--- config.mk ---
export PLATFORM = sky130hd
export DESIGN_NAME = dct_fxp_mac
export DESIGN_NICKNAME = d
export VERILOG_FILES = /design/src/rtl/dct_fxp_pkg.sv /design/src/rtl/fxp_round_sat.sv /design/src/rtl/dct_fxp_mac.sv
export SDC_FILE = /design/constraint.sdc
export NUM_CORES = 1
export LEC_CHECK = 0
export ABC_CLOCK_PERIOD_IN_PS = 2700
export CORE_AREA = 2 2 362 185
export DETAILED_ROUTE_END_ITERATION = 6
export DIE_AREA = 0 0 364 187
export GPL_TIMING_DRIVEN = 1
export PLACE_DENSITY = 0.48
export REMOVE_ABC_BUFFERS = 1
export SLEW_MARGIN = 5
export SYNTH_ARGS = -nofsm -noshare
export SYNTH_HDL_FRONTEND = slang
export SYNTH_SLANG_ARGS = --single-unit
--- constraint.sdc ---
create_clock -name clk -period 2.7 [get_ports clk]
set_input_delay 0.405 -clock clk [delete_from_list [all_inputs] [get_ports clk]]
set_output_delay 0.405 -clock clk [all_outputs]
set_load 0.01 [all_outputs]
--- src/rtl/dct_fxp_pkg.sv ---
// Shared fixed-point constants and sizing helpers for the DCT datapath
// (MAC, row/column sequencers and quantiser).
package dct_fxp_pkg;

    localparam int unsigned DCT_W     = 16;
    localparam int unsigned DCT_FRAC  = 15;
    localparam int unsigned DCT_TERMS = 8;
    localparam int unsigned RC_W      = 64;

    // Accumulator width: full product plus guard bits for TERMS additions.
    function automatic int unsigned acc_w(input int unsigned w, input int unsigned terms);
        return 2 * w + $clog2(terms);
    endfunction

    // Half-LSB constant added ahead of the FRAC-bit right shift.
    function automatic logic [RC_W-1:0] round_const(input int unsigned frac);
        return (frac == 0) ? '0 : (RC_W'(1) << (frac - 1));
    endfunction

endpackage

--- src/rtl/fxp_round_sat.sv ---
// Combinational round, rescale and saturate/wrap of a wide signed accumulator
// down to a W-bit signed result.
module fxp_round_sat
    import dct_fxp_pkg::*;
#(
    parameter int unsigned W     = DCT_W,
    parameter int unsigned FRAC  = DCT_FRAC,
    parameter int unsigned ACC_W = acc_w(DCT_W, DCT_TERMS),
    parameter bit          ROUND = 1'b1,
    parameter bit          SAT   = 1'b1
) (
    input  logic signed [ACC_W-1:0] acc,
    output logic        [W-1:0]     r_c,
    output logic                    ovf_c
);

    // One extra bit so the rounding add can never overflow.
    localparam int unsigned SW = ACC_W + 1;
    localparam logic signed [SW-1:0] RND = ROUND ? SW'(round_const(FRAC)) : '0;

    logic signed [SW-1:0] s;
    logic signed [SW-1:0] q;
    logic                 fits;

    always_comb begin
        s     = SW'(acc) + RND;
        q     = s >>> FRAC;
        // Result fits W bits when everything from the W-bit sign bit upward agrees.
        fits  = (&q[SW-1:W-1]) | ~(|q[SW-1:W-1]);
        ovf_c = ~fits;
        r_c   = q[W-1:0];
        if (SAT && !fits) begin
            r_c = q[SW-1] ? {1'b1, {(W-1){1'b0}}} : {1'b0, {(W-1){1'b1}}};
        end
    end

endmodule

--- src/rtl/dct_fxp_mac.sv ---
// Pipelined signed fixed-point multiply-accumulate for the 8-point DCT:
// S1 multiply, S2 accumulate, S3 round/saturate, one global stall.
module dct_fxp_mac
    import dct_fxp_pkg::*;
#(
    parameter int unsigned W     = DCT_W,
    parameter int unsigned FRAC  = DCT_FRAC,
    parameter int unsigned TERMS = DCT_TERMS,
    parameter bit          ROUND = 1'b1,
    parameter bit          SAT   = 1'b1
) (
    input  logic         clk,
    input  logic         rst,
    input  logic         in_valid,
    output logic         in_ready,
    input  logic [W-1:0] in_a,
    input  logic [W-1:0] in_b,
    input  logic         in_last,
    output logic         out_valid,
    input  logic         out_ready,
    output logic [W-1:0] out_r,
    output logic         out_ovf
);

    localparam int unsigned ACC_W = acc_w(W, TERMS);
    localparam int unsigned P_W   = 2 * W;
    localparam int unsigned CNT_W = (TERMS > 1) ? $clog2(TERMS) : 1;
    localparam logic [CNT_W-1:0] CNT_MAX = CNT_W'(TERMS - 1);

    logic                    run;
    logic                    adv;
    logic                    take;
    logic [CNT_W-1:0]        cnt;
    logic signed [P_W-1:0]   prod_c;
    logic                    close_c;

    logic                    p1_valid;
    logic                    p1_first;
    logic                    p1_close;
    logic signed [P_W-1:0]   p1_prod;

    logic signed [ACC_W-1:0] acc;
    logic                    done;

    logic [W-1:0]            r_c;
    logic                    ovf_c;

    assign adv      = ~out_valid | out_ready;
    assign in_ready = run & adv;
    assign take     = in_valid & in_ready;
    assign prod_c   = P_W'($signed(in_a)) * P_W'($signed(in_b));
    assign close_c  = in_last | (cnt == CNT_MAX);

    // Holds in_ready low until the first clock after reset release.
    always_ff @(posedge clk or posedge rst) begin
        if (rst) begin
            run <= 1'b0;
        end else begin
            run <= 1'b1;
        end
    end

    // Terms accepted in the open accumulation; wraps to 0 on close.
    always_ff @(posedge clk or posedge rst) begin
        if (rst) begin
            cnt <= '0;
        end else if (take) begin
            cnt <= close_c ? '0 : cnt + CNT_W'(1);
        end
    end

    // S1: exact product plus framing flags for the term.
    always_ff @(posedge clk or posedge rst) begin
        if (rst) begin
            p1_valid <= 1'b0;
            p1_first <= 1'b0;
            p1_close <= 1'b0;
            p1_prod  <= '0;
        end else if (adv) begin
            p1_valid <= take;
            p1_first <= (cnt == '0);
            p1_close <= close_c;
            p1_prod  <= prod_c;
        end
    end

    // S2: running sum; an idle S1 leaves the partial sum untouched.
    always_ff @(posedge clk or posedge rst) begin
        if (rst) begin
            acc  <= '0;
            done <= 1'b0;
        end else if (adv) begin
            done <= p1_valid & p1_close;
            if (p1_valid) begin
                if (p1_first) begin
                    acc <= ACC_W'(p1_prod);
                end else begin
                    acc <= acc + ACC_W'(p1_prod);
                end
            end
        end
    end

    fxp_round_sat #(
        .W     (W),
        .FRAC  (FRAC),
        .ACC_W (ACC_W),
        .ROUND (ROUND),
        .SAT   (SAT)
    ) u_round_sat (
        .acc   (acc),
        .r_c   (r_c),
        .ovf_c (ovf_c)
    );

    // S3: result register, held while the consumer stalls.
    always_ff @(posedge clk or posedge rst) begin
        if (rst) begin
            out_valid <= 1'b0;
            out_r     <= '0;
            out_ovf   <= 1'b0;
        end else if (adv) begin
            out_valid <= done;
            if (done) begin
                out_r   <= r_c;
                out_ovf <= ovf_c;
            end
        end
    end

endmodule

; Word-level counts from Yosys, hierarchy flattened
; Cells that the tools add are included.
[totals]
reg_bits = 93
out_inout_bits = 19
wordCells = 34
[op_classes]
n_addsub = 3
n_mul = 1
n_eq_ne = 1
mux = 4
n_bitwise = 9
reduce_logical = 5
[op_table]
columns = op, count
row1 = "adder 35 x 16 -> 36 bit, second input constant", 1
row2 = adder 35 x 32 -> 35 bit, 1
row3 = 2-to-1 mux 35 bit, 1
row4 = multiplier 16 x 16 -> 32 bit, 1
row5 = 2-to-1 mux 16 bit, 2
row6 = AND reduction 6 bit, 1
row7 = OR reduction 6 bit, 1
row8 = AND reduction 2 bit, 2
row9 = "adder 3 x 1 -> 3 bit, second input constant", 1
row10 = AND 1 bit, 3
row11 = "== test 3 bit, second input constant", 1
row12 = logical NOT 3 bit, 1
row13 = 2-to-1 mux 3 bit, 1
row14 = inverter 1 bit, 3
row15 = bitwise OR 1 bit, 3

; Logic depth before layout (Yosys ltp)
; Gate-level depths: netlist of the first run.
[logic_depth]
depth_word = 5
ltp_mapped = 22

; Modules after synthesis
; A second synthesis of the first run with hierarchy kept.
[hier_totals]
cells_unflattened = 1783
area_unflattened_um2 = 15932.8
[modules_own_cells]
columns = module, instances, cells_each, area_each_um2
row1 = dct_fxp_mac, 1, 1698, 15342.2
row2 = fxp_round_sat, 1, 85, 590.6

; Worst setup path after synthesis of the first run
; No wires, ideal clock.
[synth_timing]
path_kind = input -> register
from = input port in_b[1]
to = register p1_prod[28]
arrival_ns = 5.890
required_time_ns = 2.574
slack_ns = -3.316
stages = 20
path_cell_list = clkbuf_1 nand2_1 fa_1 fa_1 fa_1 inv_1 fa_1 fa_1 inv_1 fa_1 inv_1 ha_1 a21oi_1 o21bai_1 a21o_2 a221o_2 a221o_2 a211oi_1 xor2_1 a21oi_1
[synth_via]
elab_chain_len = 1
[synth_rtl]
columns = element, line_no
row1 = from (decl), dct_fxp_mac.sv:17  ; input logic [W-1:0] in_b,
row2 = multiplier 16 x 16 -> 32 bit, dct_fxp_mac.sv:51  ; assign prod_c = P_W'($signed(in_a)) * P_W'($signed(in_b));
row3 = to (signal assigned), dct_fxp_mac.sv:83  ; p1_prod <= prod_c;
row4 = to (decl), dct_fxp_mac.sv:40  ; logic signed [P_W-1:0] p1_prod;
; Every way passes these cells.
; A chain may end at the register's enable or synchronous reset.

; Worst setup path in the final report of the first run
[layout_timing]
from = input port in_a[14]
to = register p1_prod[29]
[layout_via]
elab_chain_len = 1
[layout_rtl]
columns = element, line_no
row1 = from (decl), dct_fxp_mac.sv:16  ; input logic [W-1:0] in_a,
row2 = multiplier 16 x 16 -> 32 bit, dct_fxp_mac.sv:51
; Every way passes these cells.

==> impl_summary.log, run 1 <==
[metrics] adder-cell area share of the yosys netlist: between 40% and 50%
[metrics] maximum fanout encountered on the critical timing path: 9
[metrics] wire length on met1: about 25000 um
[metrics] main combinational cell family by area after synthesis: adder cells
[metrics] Detailed Route WL: 47500 um
[metrics] 1st-pass router iterations: 5
[metrics] antenna violations before repair: 0
[metrics] final hold viol count: 0
[metrics] post-synth design cell area: ~16000 sq um
[metrics] total die area: 68100 sq um
[metrics] final cycle utilization of the critical path: 213%
[metrics] Reg2Reg Capture Point: acc[30]$_DFFE_PP0P_
[metrics] area share of the largest cell type after synthesis: between 30 and 40%
[metrics] Die Span X: approximately 360 um
[metrics] final setup violation count: 32
[metrics] cell type with the highest aggregate area in the netlist: sky130_fd_sc_hd__fa_1
[metrics] worst-margin pin slew: 0.775 ns
[metrics] arrival time at the worst endpoint: 6.01 ns
[metrics] clock-pin transition on the worst setup and hold timing paths: around 0.08 ns
[metrics] Max Transition Viols Final: 0
[metrics] remaining global-route overflow: 0
[metrics] Required @ worst endpoint: between 2 and 3 ns
[metrics] cell occurring most often along the worst timing path: sky130_fd_sc_hd__fa_1
[metrics] r2r worst-path depth: 11
[metrics] top layer reached by signal wires: met4
[metrics] Post-Place Worst Slack: -3.99 ns
[metrics] violated checks: negative setup slack
[metrics] portion of the post-synthesis area used by sequential elements: between 10% and 20%
[metrics] Max Cap Violations: 0
[metrics] combined buffer and inverter count along the critical path: 5
[metrics] Worst Clk Skew: between 0.015 and 0.02 ns
[metrics] Worst Min Path Start: acc[5]$_DFFE_PP0P_
[metrics] number of enable-type register cells in the synthesized netlist: 0
[metrics] simple-gate portion of the synthesized area: about 18%
[metrics] status: finished with violations
[metrics] met3 layer wire length in the routed design: approximately 2300 um
[metrics] worst-case hold path end point: acc[5]$_DFFE_PP0P_
[metrics] clock sinks: slightly above 90
[metrics] mean post-synth cell area: a little under 9 sq um
[metrics] most used standard cell by instance count after synthesis: sky130_fd_sc_hd__inv_1
[metrics] clock root cell: sky130_fd_sc_hd__clkbuf_16
[metrics] clock tree from TritonCTS: done
[metrics] overall die height: between 150 and 200 um
[metrics] number of remaining DRC errors: 0
[metrics] critical-path cell list: dlygate4sd2_1 > buf_6 > buf_4 > and2_1 > fa_1 > inv_1 > fa_1 > fa_1 > fa_1 > fa_1 > fa_1 > inv_1 > ha_1 > nor3_4 > a211oi_2 > or4_4 > and2_4 > a211o_1 > o311ai_1
[metrics] violation count after the first detailed-route iteration: approximately 850
[metrics] Warnings, synthesis: 0
[metrics] H-tree lvl count: 3
[metrics] count of cell types in the netlist: 70
[metrics] fmax: around 0.17 GHz
[metrics] CORE AREA: between 60000 and 70000 sq um
[metrics] number of nets in the finished design: between 2000 and 3000
[metrics] post-synthesis share of cell area spent on xor and xnor gates: 3.72%
[metrics] Worst Setup Path Type: input port to flop
[metrics] family with the most delay on the worst path: adder cells
[metrics] maximum root-to-sink buffer count: 2
[metrics] total via count after detailed routing: between 10000 and 15000
[metrics] detailed-routed wire length on met2: between 15000 and 20000 um
[metrics] number of nets with antenna violations after detailed routing: 0
[metrics] critical path startpoint category: input port
[metrics] CP max stage cell: sky130_fd_sc_hd__or4_4
[metrics] Max-Slew Margin vs Limit: between 40% and 50%
[metrics] share of flip-flops with an asynchronous set or reset after synthesis: 100%
[metrics] main flop type after synthesis: sky130_fd_sc_hd__dfrtp_1
[metrics] minimum clock period after layout: ~5.7 ns
[metrics] global-route wire length before repair: ~81000 um
[metrics] post-route worst setup slack: -3.04 ns
[metrics] num rows: 67
[metrics] number of storage elements in the synthesis netlist: 93
[metrics] num ports: 56
[metrics] Area growth, synth to finish: 40.0%
[metrics] share of cell area taken by muxes after synthesis: 1.00%
[metrics] unrepaired setup endpoints after global routing: true
[metrics] detail-routed net length per standard cell: 15.4 um
[metrics] weighted congestion reported at the end of routability-driven placement: between 0.8 and 0.9
[metrics] crit-path max cell delay: approximately 0.64 ns
[metrics] R2R setup slack: -0.13 ns
[metrics] maximum number of pins on one net before global-route repair: 55
[metrics] Post-Syn Instances: 1820
[metrics] Post-CTS Hold Buffers: 0
[metrics] cts bufs inserted: 9
[metrics] half-perimeter wire length after placement: approximately 38000 um
[metrics] element type at the critical path end: flop
[metrics] starting density of the core: between 20 and 25%
[metrics] Synth area leaders: sky130_fd_sc_hd__fa_1 33%, sky130_fd_sc_hd__dfrtp_1 15%, sky130_fd_sc_hd__ha_1 9.4%
[metrics] worst min path class: flop to flop
[metrics] insertion delay of the later-clocked pin in the worst-skew pair: 0.37 ns
[metrics] post-DR vias/cell: 4.47
[metrics] vias in the first global route: roughly 15000
[metrics] r2r startpoint: acc[0]$_DFFE_PP0P_
[metrics] fraction of the mapped netlist area in compound gates: between 10% and 20%
[metrics] most frequent cells after synthesis: 329 x sky130_fd_sc_hd__inv_1, 263 x sky130_fd_sc_hd__fa_1, 208 x sky130_fd_sc_hd__nand2_1
[metrics] cell depth of the worst hold path: 2
[metrics] layout cells sized above 1: between 30% and 40%
[metrics] number of I/O port buffers: between 50 and 60
[metrics] overall global routing resource usage: between 10% and 20%
-- worst register-to-register path, cell delays in order, from the launching register on --
cell,delay (ns)
sky130_fd_sc_hd__dfrtp_1,0.39
sky130_fd_sc_hd__ha_2,0.20
sky130_fd_sc_hd__inv_2,0.05
sky130_fd_sc_hd__fa_2,0.24
sky130_fd_sc_hd__nor2b_4,0.06
sky130_fd_sc_hd__o2111ai_4,0.27
sky130_fd_sc_hd__a211oi_4,0.14
sky130_fd_sc_hd__o311a_4,0.36
sky130_fd_sc_hd__o211a_1,0.25
sky130_fd_sc_hd__o41ai_2,0.26
sky130_fd_sc_hd__mux2i_1,0.35
sky130_fd_sc_hd__o211ai_1,0.14
-- registers in the layout (all words and copies together) (netlist names) --
name	cells
acc	35
cnt	3
done	1
out_ovf	1
out_r	16
out_valid	1
p1_close	1
p1_first	1
p1_prod	32
p1_valid	1
run	1
-- area by class of cell --
class / instances / area (sq um)
repair buffers: 412 / 3710
multi-input cells: 1328 / 13700
fillers: 6679 / 43000
well taps: 897 / 1120
inverters: 329 / 1240
clock inverters: 7 / 65.1
flip-flops and latches: 93 / 2330
clock buffers: 9 / 225
diodes: 2 / 5.00
-- cell families after synthesis --
logic type,count (synthesis)
adders and majority gates,383
DFF,93
xor gates and xnor gates,68
other,1
and+or+nand+nor,577
AOI/OAI and AO/OA,283
muxes,16
buffers and inverters,399
-- layout by cell type (no fill, tap or decap), types with 63 or more instances in the layout --
cell type,Yosys,routed
sky130_fd_sc_hd__nand2_1,208,188
sky130_fd_sc_hd__nor2_1,86,79
sky130_fd_sc_hd__dfrtp_1,93,92
sky130_fd_sc_hd__buf_4,0,265
sky130_fd_sc_hd__inv_1,329,288
sky130_fd_sc_hd__and2_1,137,106
sky130_fd_sc_hd__ha_1,120,74
sky130_fd_sc_hd__fa_1,263,239
sky130_fd_sc_hd__buf_6,0,80
sky130_fd_sc_hd__a21oi_1,84,63
-- through the flow --
step | instance area (sq um) | instances | util (%) | TNS [ns] | hold WS [ns]
6_report | 22400 | 3077 | 34.3 | -64.56 | 0.495
4_1_cts | 21800 | 3059 | 33.2 | -64.07 | 0.499
2_1_floorplan | 15800 | 1750 | - | -83.92 | 0.453
3_5_place_dp | 19600 | 2977 | 30.0 | -95.48 | 0.482
5_1_grt | 22400 | 3075 | 34.3 | -69.43 | 0.510
3_3_place_gp | 19600 | 2977 | 30.0 | -94.69 | 0.467
-- metal layers --
metal  vias up  global-route usage (%)
met3        18                    2.34
met2       232                    21.9
met5         -                       0
met1      6991                    23.1
met4         0                    1.20
li1       6503                       -
-- worst max path at each step --
| stage | slack [ns] | endpoint | start | depth (start not counted) |
|---|---|---|---|---|
| 2_1_floorplan | -3.17 | p1_prod[28]$_DFFE_PP0N_ | in_b[4] | 20 |
| 3_3_place_gp | -4.02 | p1_prod[28]$_DFFE_PP0N_ | in_b[4] | 22 |
| 5_1_grt | -3.21 | p1_prod[30]$_DFFE_PP0N_ | in_b[4] | 23 |
| 6_report | -3.04 | p1_prod[29]$_DFFE_PP0N_ | in_a[14] | 19 |
| 4_1_cts | -3.03 | p1_prod[30]$_DFFE_PP0N_ | in_a[3] | 23 |
| 3_5_place_dp | -3.99 | p1_prod[29]$_DFFE_PP0N_ | in_a[7] | 22 |
-- repair_timing --
action                     4_1_cts  5_1_grt
pin swaps                      188      145
setup endpoints to repair       46       49
buffers inserted                78       23
gates resized for setup        442      126
cloned                           2        0
Power of run 1 is left out: the tool's default activity adds up to more than one toggle a clock period on the data nets, which glitch-free logic cannot reach.
==> inputs of run 2 (changes only) <==
--- a/config.mk
+++ b/config.mk
@@ -7,6 +7,7 @@
 export LEC_CHECK = 0
 export ABC_CLOCK_PERIOD_IN_PS = 2700
 export CORE_AREA = 2 2 362 185
+export CTS_BUF_LIST = sky130_fd_sc_hd__clkbuf_16
 export DETAILED_ROUTE_END_ITERATION = 6
 export DIE_AREA = 0 0 364 187
 export GPL_TIMING_DRIVEN = 1
==> results of run 2 <==
The final DEF is identical to that of run 1; final timing and power are the same.
Power of run 2 is left out for the same reason.
==> inputs of run 3 (changes only) <==
--- a/config.mk
+++ b/config.mk
@@ -6,14 +6,15 @@
 export NUM_CORES = 1
 export LEC_CHECK = 0
 export ABC_CLOCK_PERIOD_IN_PS = 2700
-export CORE_AREA = 2 2 362 185
+export CORE_AREA = 2 2 361 184
 export CTS_BUF_LIST = sky130_fd_sc_hd__clkbuf_16
 export DETAILED_ROUTE_END_ITERATION = 6
-export DIE_AREA = 0 0 364 187
+export DIE_AREA = 0 0 363 186
 export GPL_TIMING_DRIVEN = 1
 export PLACE_DENSITY = 0.48
 export REMOVE_ABC_BUFFERS = 1
 export SLEW_MARGIN = 5
 export SYNTH_ARGS = -nofsm -noshare
 export SYNTH_HDL_FRONTEND = slang
+export SYNTH_HIERARCHICAL = 1
 export SYNTH_SLANG_ARGS = --single-unit
==> run 3 against run 2 <==
  * The run still ends with negative setup slack left
  * Cell count down 3.0%
  * Maximum frequency increased by 1.9%
  * Die area is 0.81% lower
  * Count of clock-buffer cells in the layout is the same
  * Worst setup slack gained 0.11 ns
  * Core utilization down 0.14 points
  * Register-to-register slack worse by 0.07 ns
  * Clock skew down 0.0016 ns
  * First-iteration DRC count decreased by 20%
==> impl_summary.log, run 3 <==
[metrics] insertion delay of the later-clocked pin in the worst-skew pair: 0.38 ns (about the same)
[metrics] overall global routing resource usage: 14.6% (-0.18 points)
[metrics] Detailed Route WL: 46700 um (-1.7%)
[metrics] most frequent cells in the layout: 300 x sky130_fd_sc_hd__inv_1, 269 x sky130_fd_sc_hd__buf_4, 233 x sky130_fd_sc_hd__fa_1
[metrics] clock tree from TritonCTS: done
[metrics] total die area: 67500 sq um (-0.81%)
[metrics] maximum root-to-sink buffer count: 2 (unchanged)
[metrics] worst-margin pin slew: 0.856 ns (+0.0812 ns)
[metrics] violated checks: negative setup slack
[metrics] overall die height: 186 um (-0.53%)
[metrics] layout cells sized above 1: 31.3% (+0.036 points)
[metrics] unrepaired setup endpoints after global routing: true
[metrics] CP max stage cell: sky130_fd_sc_hd__fa_1
[metrics] most used standard cell by instance count after synthesis: sky130_fd_sc_hd__inv_1
[metrics] vias in the first global route: 14400 (-5.0%)
[metrics] Synth area leaders: sky130_fd_sc_hd__fa_1 33%, sky130_fd_sc_hd__dfrtp_1 15%, sky130_fd_sc_hd__ha_1 9.4%
[metrics] cell occurring most often along the worst timing path: sky130_fd_sc_hd__fa_1
[metrics] Reg2Reg Capture Point: acc[34]$_DFFE_PP0P_
[metrics] Max Transition Viols Final: 0 (unchanged)
[metrics] number of nets with antenna violations after detailed routing: 0 (unchanged)
[metrics] antenna violations before repair: 0 (unchanged)
[metrics] detail-routed net length per standard cell: 15.6 um (+1.3%)
[metrics] Post-CTS Hold Buffers: 0 (unchanged)
[metrics] num rows: 66 (-1.5%)
[metrics] number of nets in the finished design: 2549 (-1.7%)
[metrics] weighted congestion reported at the end of routability-driven placement: 0.847 (-0.16%)
[metrics] Max Cap Violations: 0 (unchanged)
[metrics] r2r startpoint: p1_prod[0]$_DFFE_PP0N_
[metrics] number of enable-type register cells in the synthesized netlist: 0 (unchanged)
[metrics] R2R setup slack: -0.20 ns (-0.07 ns)
[metrics] fmax: 0.178 GHz (+1.9%)
[metrics] most frequent cells after synthesis: 333 x sky130_fd_sc_hd__inv_1, 263 x sky130_fd_sc_hd__fa_1, 216 x sky130_fd_sc_hd__nand2_1
[metrics] most common library cell in the layout ignoring fill and taps: sky130_fd_sc_hd__inv_1
[metrics] status: finished with violations
[metrics] number of I/O port buffers: 55 (unchanged)
[metrics] share of flip-flops with an asynchronous set or reset after synthesis: 100% (unchanged)
[metrics] Area growth, synth to finish: 37.8%
[metrics] register with the most flip-flops: acc
[metrics] area share of the largest cell type after synthesis: 33.0% (+0.19 points)
[metrics] global-route wire length before repair: 77500 um (-3.9%)
[metrics] total via count after detailed routing: 13200 (-3.7%)
[metrics] 1st-pass router iterations: 5 (unchanged)
[metrics] Warnings, synthesis: 6 (+6)
[metrics] crit-path max cell delay: 0.56 ns (-0.08 ns)
[metrics] clock-pin transition on the worst setup and hold timing paths: 0.08 ns (about the same)
[metrics] worst min path class: input port to asynchronous set/reset pin
[metrics] post-DR vias/cell: 4.43 (-0.74%)
[metrics] mean post-synth cell area: 8.94 sq um (+1.5%)
[metrics] Max-Slew Margin vs Limit: 42.9% (-5.4 points)
[metrics] starting density of the core: 24.8% (+0.29 points)
[metrics] portion of the post-synthesis area used by sequential elements: 14.6% (+0.082 points)
[metrics] remaining global-route overflow: 0 (unchanged)
[metrics] placed cell count: 2915 (-2.1%)
[metrics] final hold viol count: 0 (unchanged)
[metrics] Post-Syn Instances: 1783 (-2.0%)
[metrics] final setup violation count: 32 (unchanged)
[metrics] layout filler cell count: 6624 (-0.82%)
[metrics] maximum number of pins on one net before global-route repair: 53 (-3.6%)
[metrics] critical-path cell list: buf_12 > buf_8 > and2_4 > fa_1 > inv_1 > fa_1 > fa_1 > inv_2 > fa_1 > fa_1 > inv_1 > fa_1 > inv_2 > ha_4 > buf_6 > a21o_1 > a221o_1 > a21o_4 > o2111ai_4 > nand3_2 > a31oi_4 > xor2_1 > o21ai_1
[metrics] H-tree lvl count: 3 (unchanged)
[metrics] post-layout utilization of the core: 34.1% (-0.14 points)
[metrics] count of cell types in the netlist: 70 (unchanged)
[metrics] Largest register FFs: 35 (unchanged)
[metrics] num ports: 56 (unchanged)
[metrics] number of storage elements in the synthesis netlist: 93 (unchanged)
[metrics] half-perimeter wire length after placement: 37800 um (-1.2%)
[metrics] largest registers ranked by flip-flop count: acc: 35 flops, p1_prod: 32 flops, out_r: 16 flops
[metrics] critical path startpoint category: input port
[metrics] CORE AREA: 64300 sq um (-1.7%)
[metrics] clock root cell: sky130_fd_sc_hd__clkbuf_16
[metrics] main flop type after synthesis: sky130_fd_sc_hd__dfrtp_1
[metrics] final cycle utilization of the critical path: 208% (-4.0 points)
[metrics] cts bufs inserted: 9 (unchanged)
[metrics] number of remaining DRC errors: 0 (unchanged)
[metrics] Worst Clk Skew: 0.0141 ns (-0.00156 ns)
[metrics] Die Span X: 363 um (-0.27%)
[metrics] violation count after the first detailed-route iteration: 679 (-20%)
[metrics] Required @ worst endpoint: 2.95 ns (-0.02 ns)
[metrics] post-route non-filler standard cell count: 2985 (-3.0%)
[metrics] post-route worst setup slack: -2.93 ns (+0.109 ns)
[metrics] cell type with the highest aggregate area in the netlist: sky130_fd_sc_hd__fa_1
[metrics] element type at the critical path end: flop
[metrics] arrival time at the worst endpoint: 5.88 ns (-0.13 ns)
[metrics] minimum clock period after layout: 5.63 ns (-0.109 ns)
[metrics] Worst Setup Path Type: input port to flop
[metrics] r2r worst-path depth: 13 (+2)
[metrics] critical path capture point: p1_prod[29]$_DFFE_PP0N_
[metrics] maximum fanout encountered on the critical timing path: 4 (-5)
[metrics] clock sinks: 93 (unchanged)
[metrics] crit path launch: in_b[4]
[metrics] post-synth design cell area: 15900 sq um (-0.56%)
==> run 3: cell types whose count changed in the layout (fill, tap and decap cells not counted), moves of 12 or more <==
cell / delta
sky130_fd_sc_hd__a21o_1: +19
sky130_fd_sc_hd__inv_1: +12
sky130_fd_sc_hd__nor2_1: -18
sky130_fd_sc_hd__nor3b_1: -14
sky130_fd_sc_hd__nand3_1: -15
sky130_fd_sc_hd__mux2_2: +19
sky130_fd_sc_hd__a21oi_2: +14
sky130_fd_sc_hd__a211oi_1: -15
sky130_fd_sc_hd__buf_6: -27
==> run 3: layout make-up <==
class / instances / area, sq um / share of cell area, %
Clock inverter: 7 / 70.1 / 0.319
Sequential cell: 93 / 2330 / 10.6
Inverter: 333 / 1260 / 5.72
Tap cell: 850 / 1060 / 4.84
Clock buffer: 9 / 225 / 1.03
Multi-Input combinational cell: 1293 / 13400 / 60.9
Timing Repair Buffer: 399 / 3640 / 16.6
Antenna cell: 1 / 2.50 / 0.0114
==> run 3: stage by stage <==
stage / setup WS (ns) / hold slack [ns] / area (sq um) / setup TNS, ns
after CTS: -2.95 / 0.408 / 21400 / -66.60
after global placement: -3.97 / 0.467 / 19700 / -94.62
after global routing: -3.06 / 0.442 / 22000 / -69.66
after detailed placement: -3.99 / 0.481 / 19700 / -95.62
after floorplan: -3.06 / 0.452 / 15700 / -75.04
final: -2.93 / 0.402 / 22000 / -64.39
==> run 3: critical path: cells and delay by family <==
family / cells / cell delay, ns
compound gates: 6 / 1.29
xor+xnor: 1 / 0.16
fa+ha+maj: 7 / 3.19
buf+inv: 7 / 0.53
simple gates: 2 / 0.28
==> run 3: worst min-delay path by stage <==
stage / to / slack (ns) / cells past startpoint
after detailed placement: acc[8]$_DFFE_PP0P_ / 0.48 / 2
after floorplan: done$_DFFE_PP0N_ / 0.45 / 2
after CTS: p1_prod[3]$_DFFE_PP0N_ / 0.41 / 2
after global routing: p1_prod[3]$_DFFE_PP0N_ / 0.44 / 2
final: p1_prod[3]$_DFFE_PP0N_ / 0.40 / 2
after global placement: acc[0]$_DFFE_PP0P_ / 0.47 / 2
==> run 3: metal layers <==
metal | global-route usage, % | part of all wire, % | up-vias
met2 | 20.3 | 39 | 229
met3 | 2.97 | 5.4 | 14
met1 | 23.4 | 56 | 6688
li1 | - | - | 6304
met4 | 1.15 | 0.26 | 0
met5 | 0 | 0 | -
==> run 3: what timing repair did <==
action / 4_1_cts / 5_1_grt
endpoints found under the setup margin: 43 / 47
endpoints found under the hold margin: 0 / 0
pin swaps: 180 / 143
gates cloned: 4 / 0
setup buffers: 44 / 22
resized for setup: 349 / 173
==> run 3: logic make-up (layout without fill, tap and decap cells) <==
family	count (synthesis)	after routing	synth area share, %
simple gates	506	506	15.6
buf+inv	397	748	9.53
fa+ha+maj	383	383	42.5
compound gates	298	298	11.6
flops	93	93	14.6
xor+xnor	79	79	4.34
mux	26	26	1.78
other cells	1	2	0.0235
Power of run 3 is left out for the same reason.
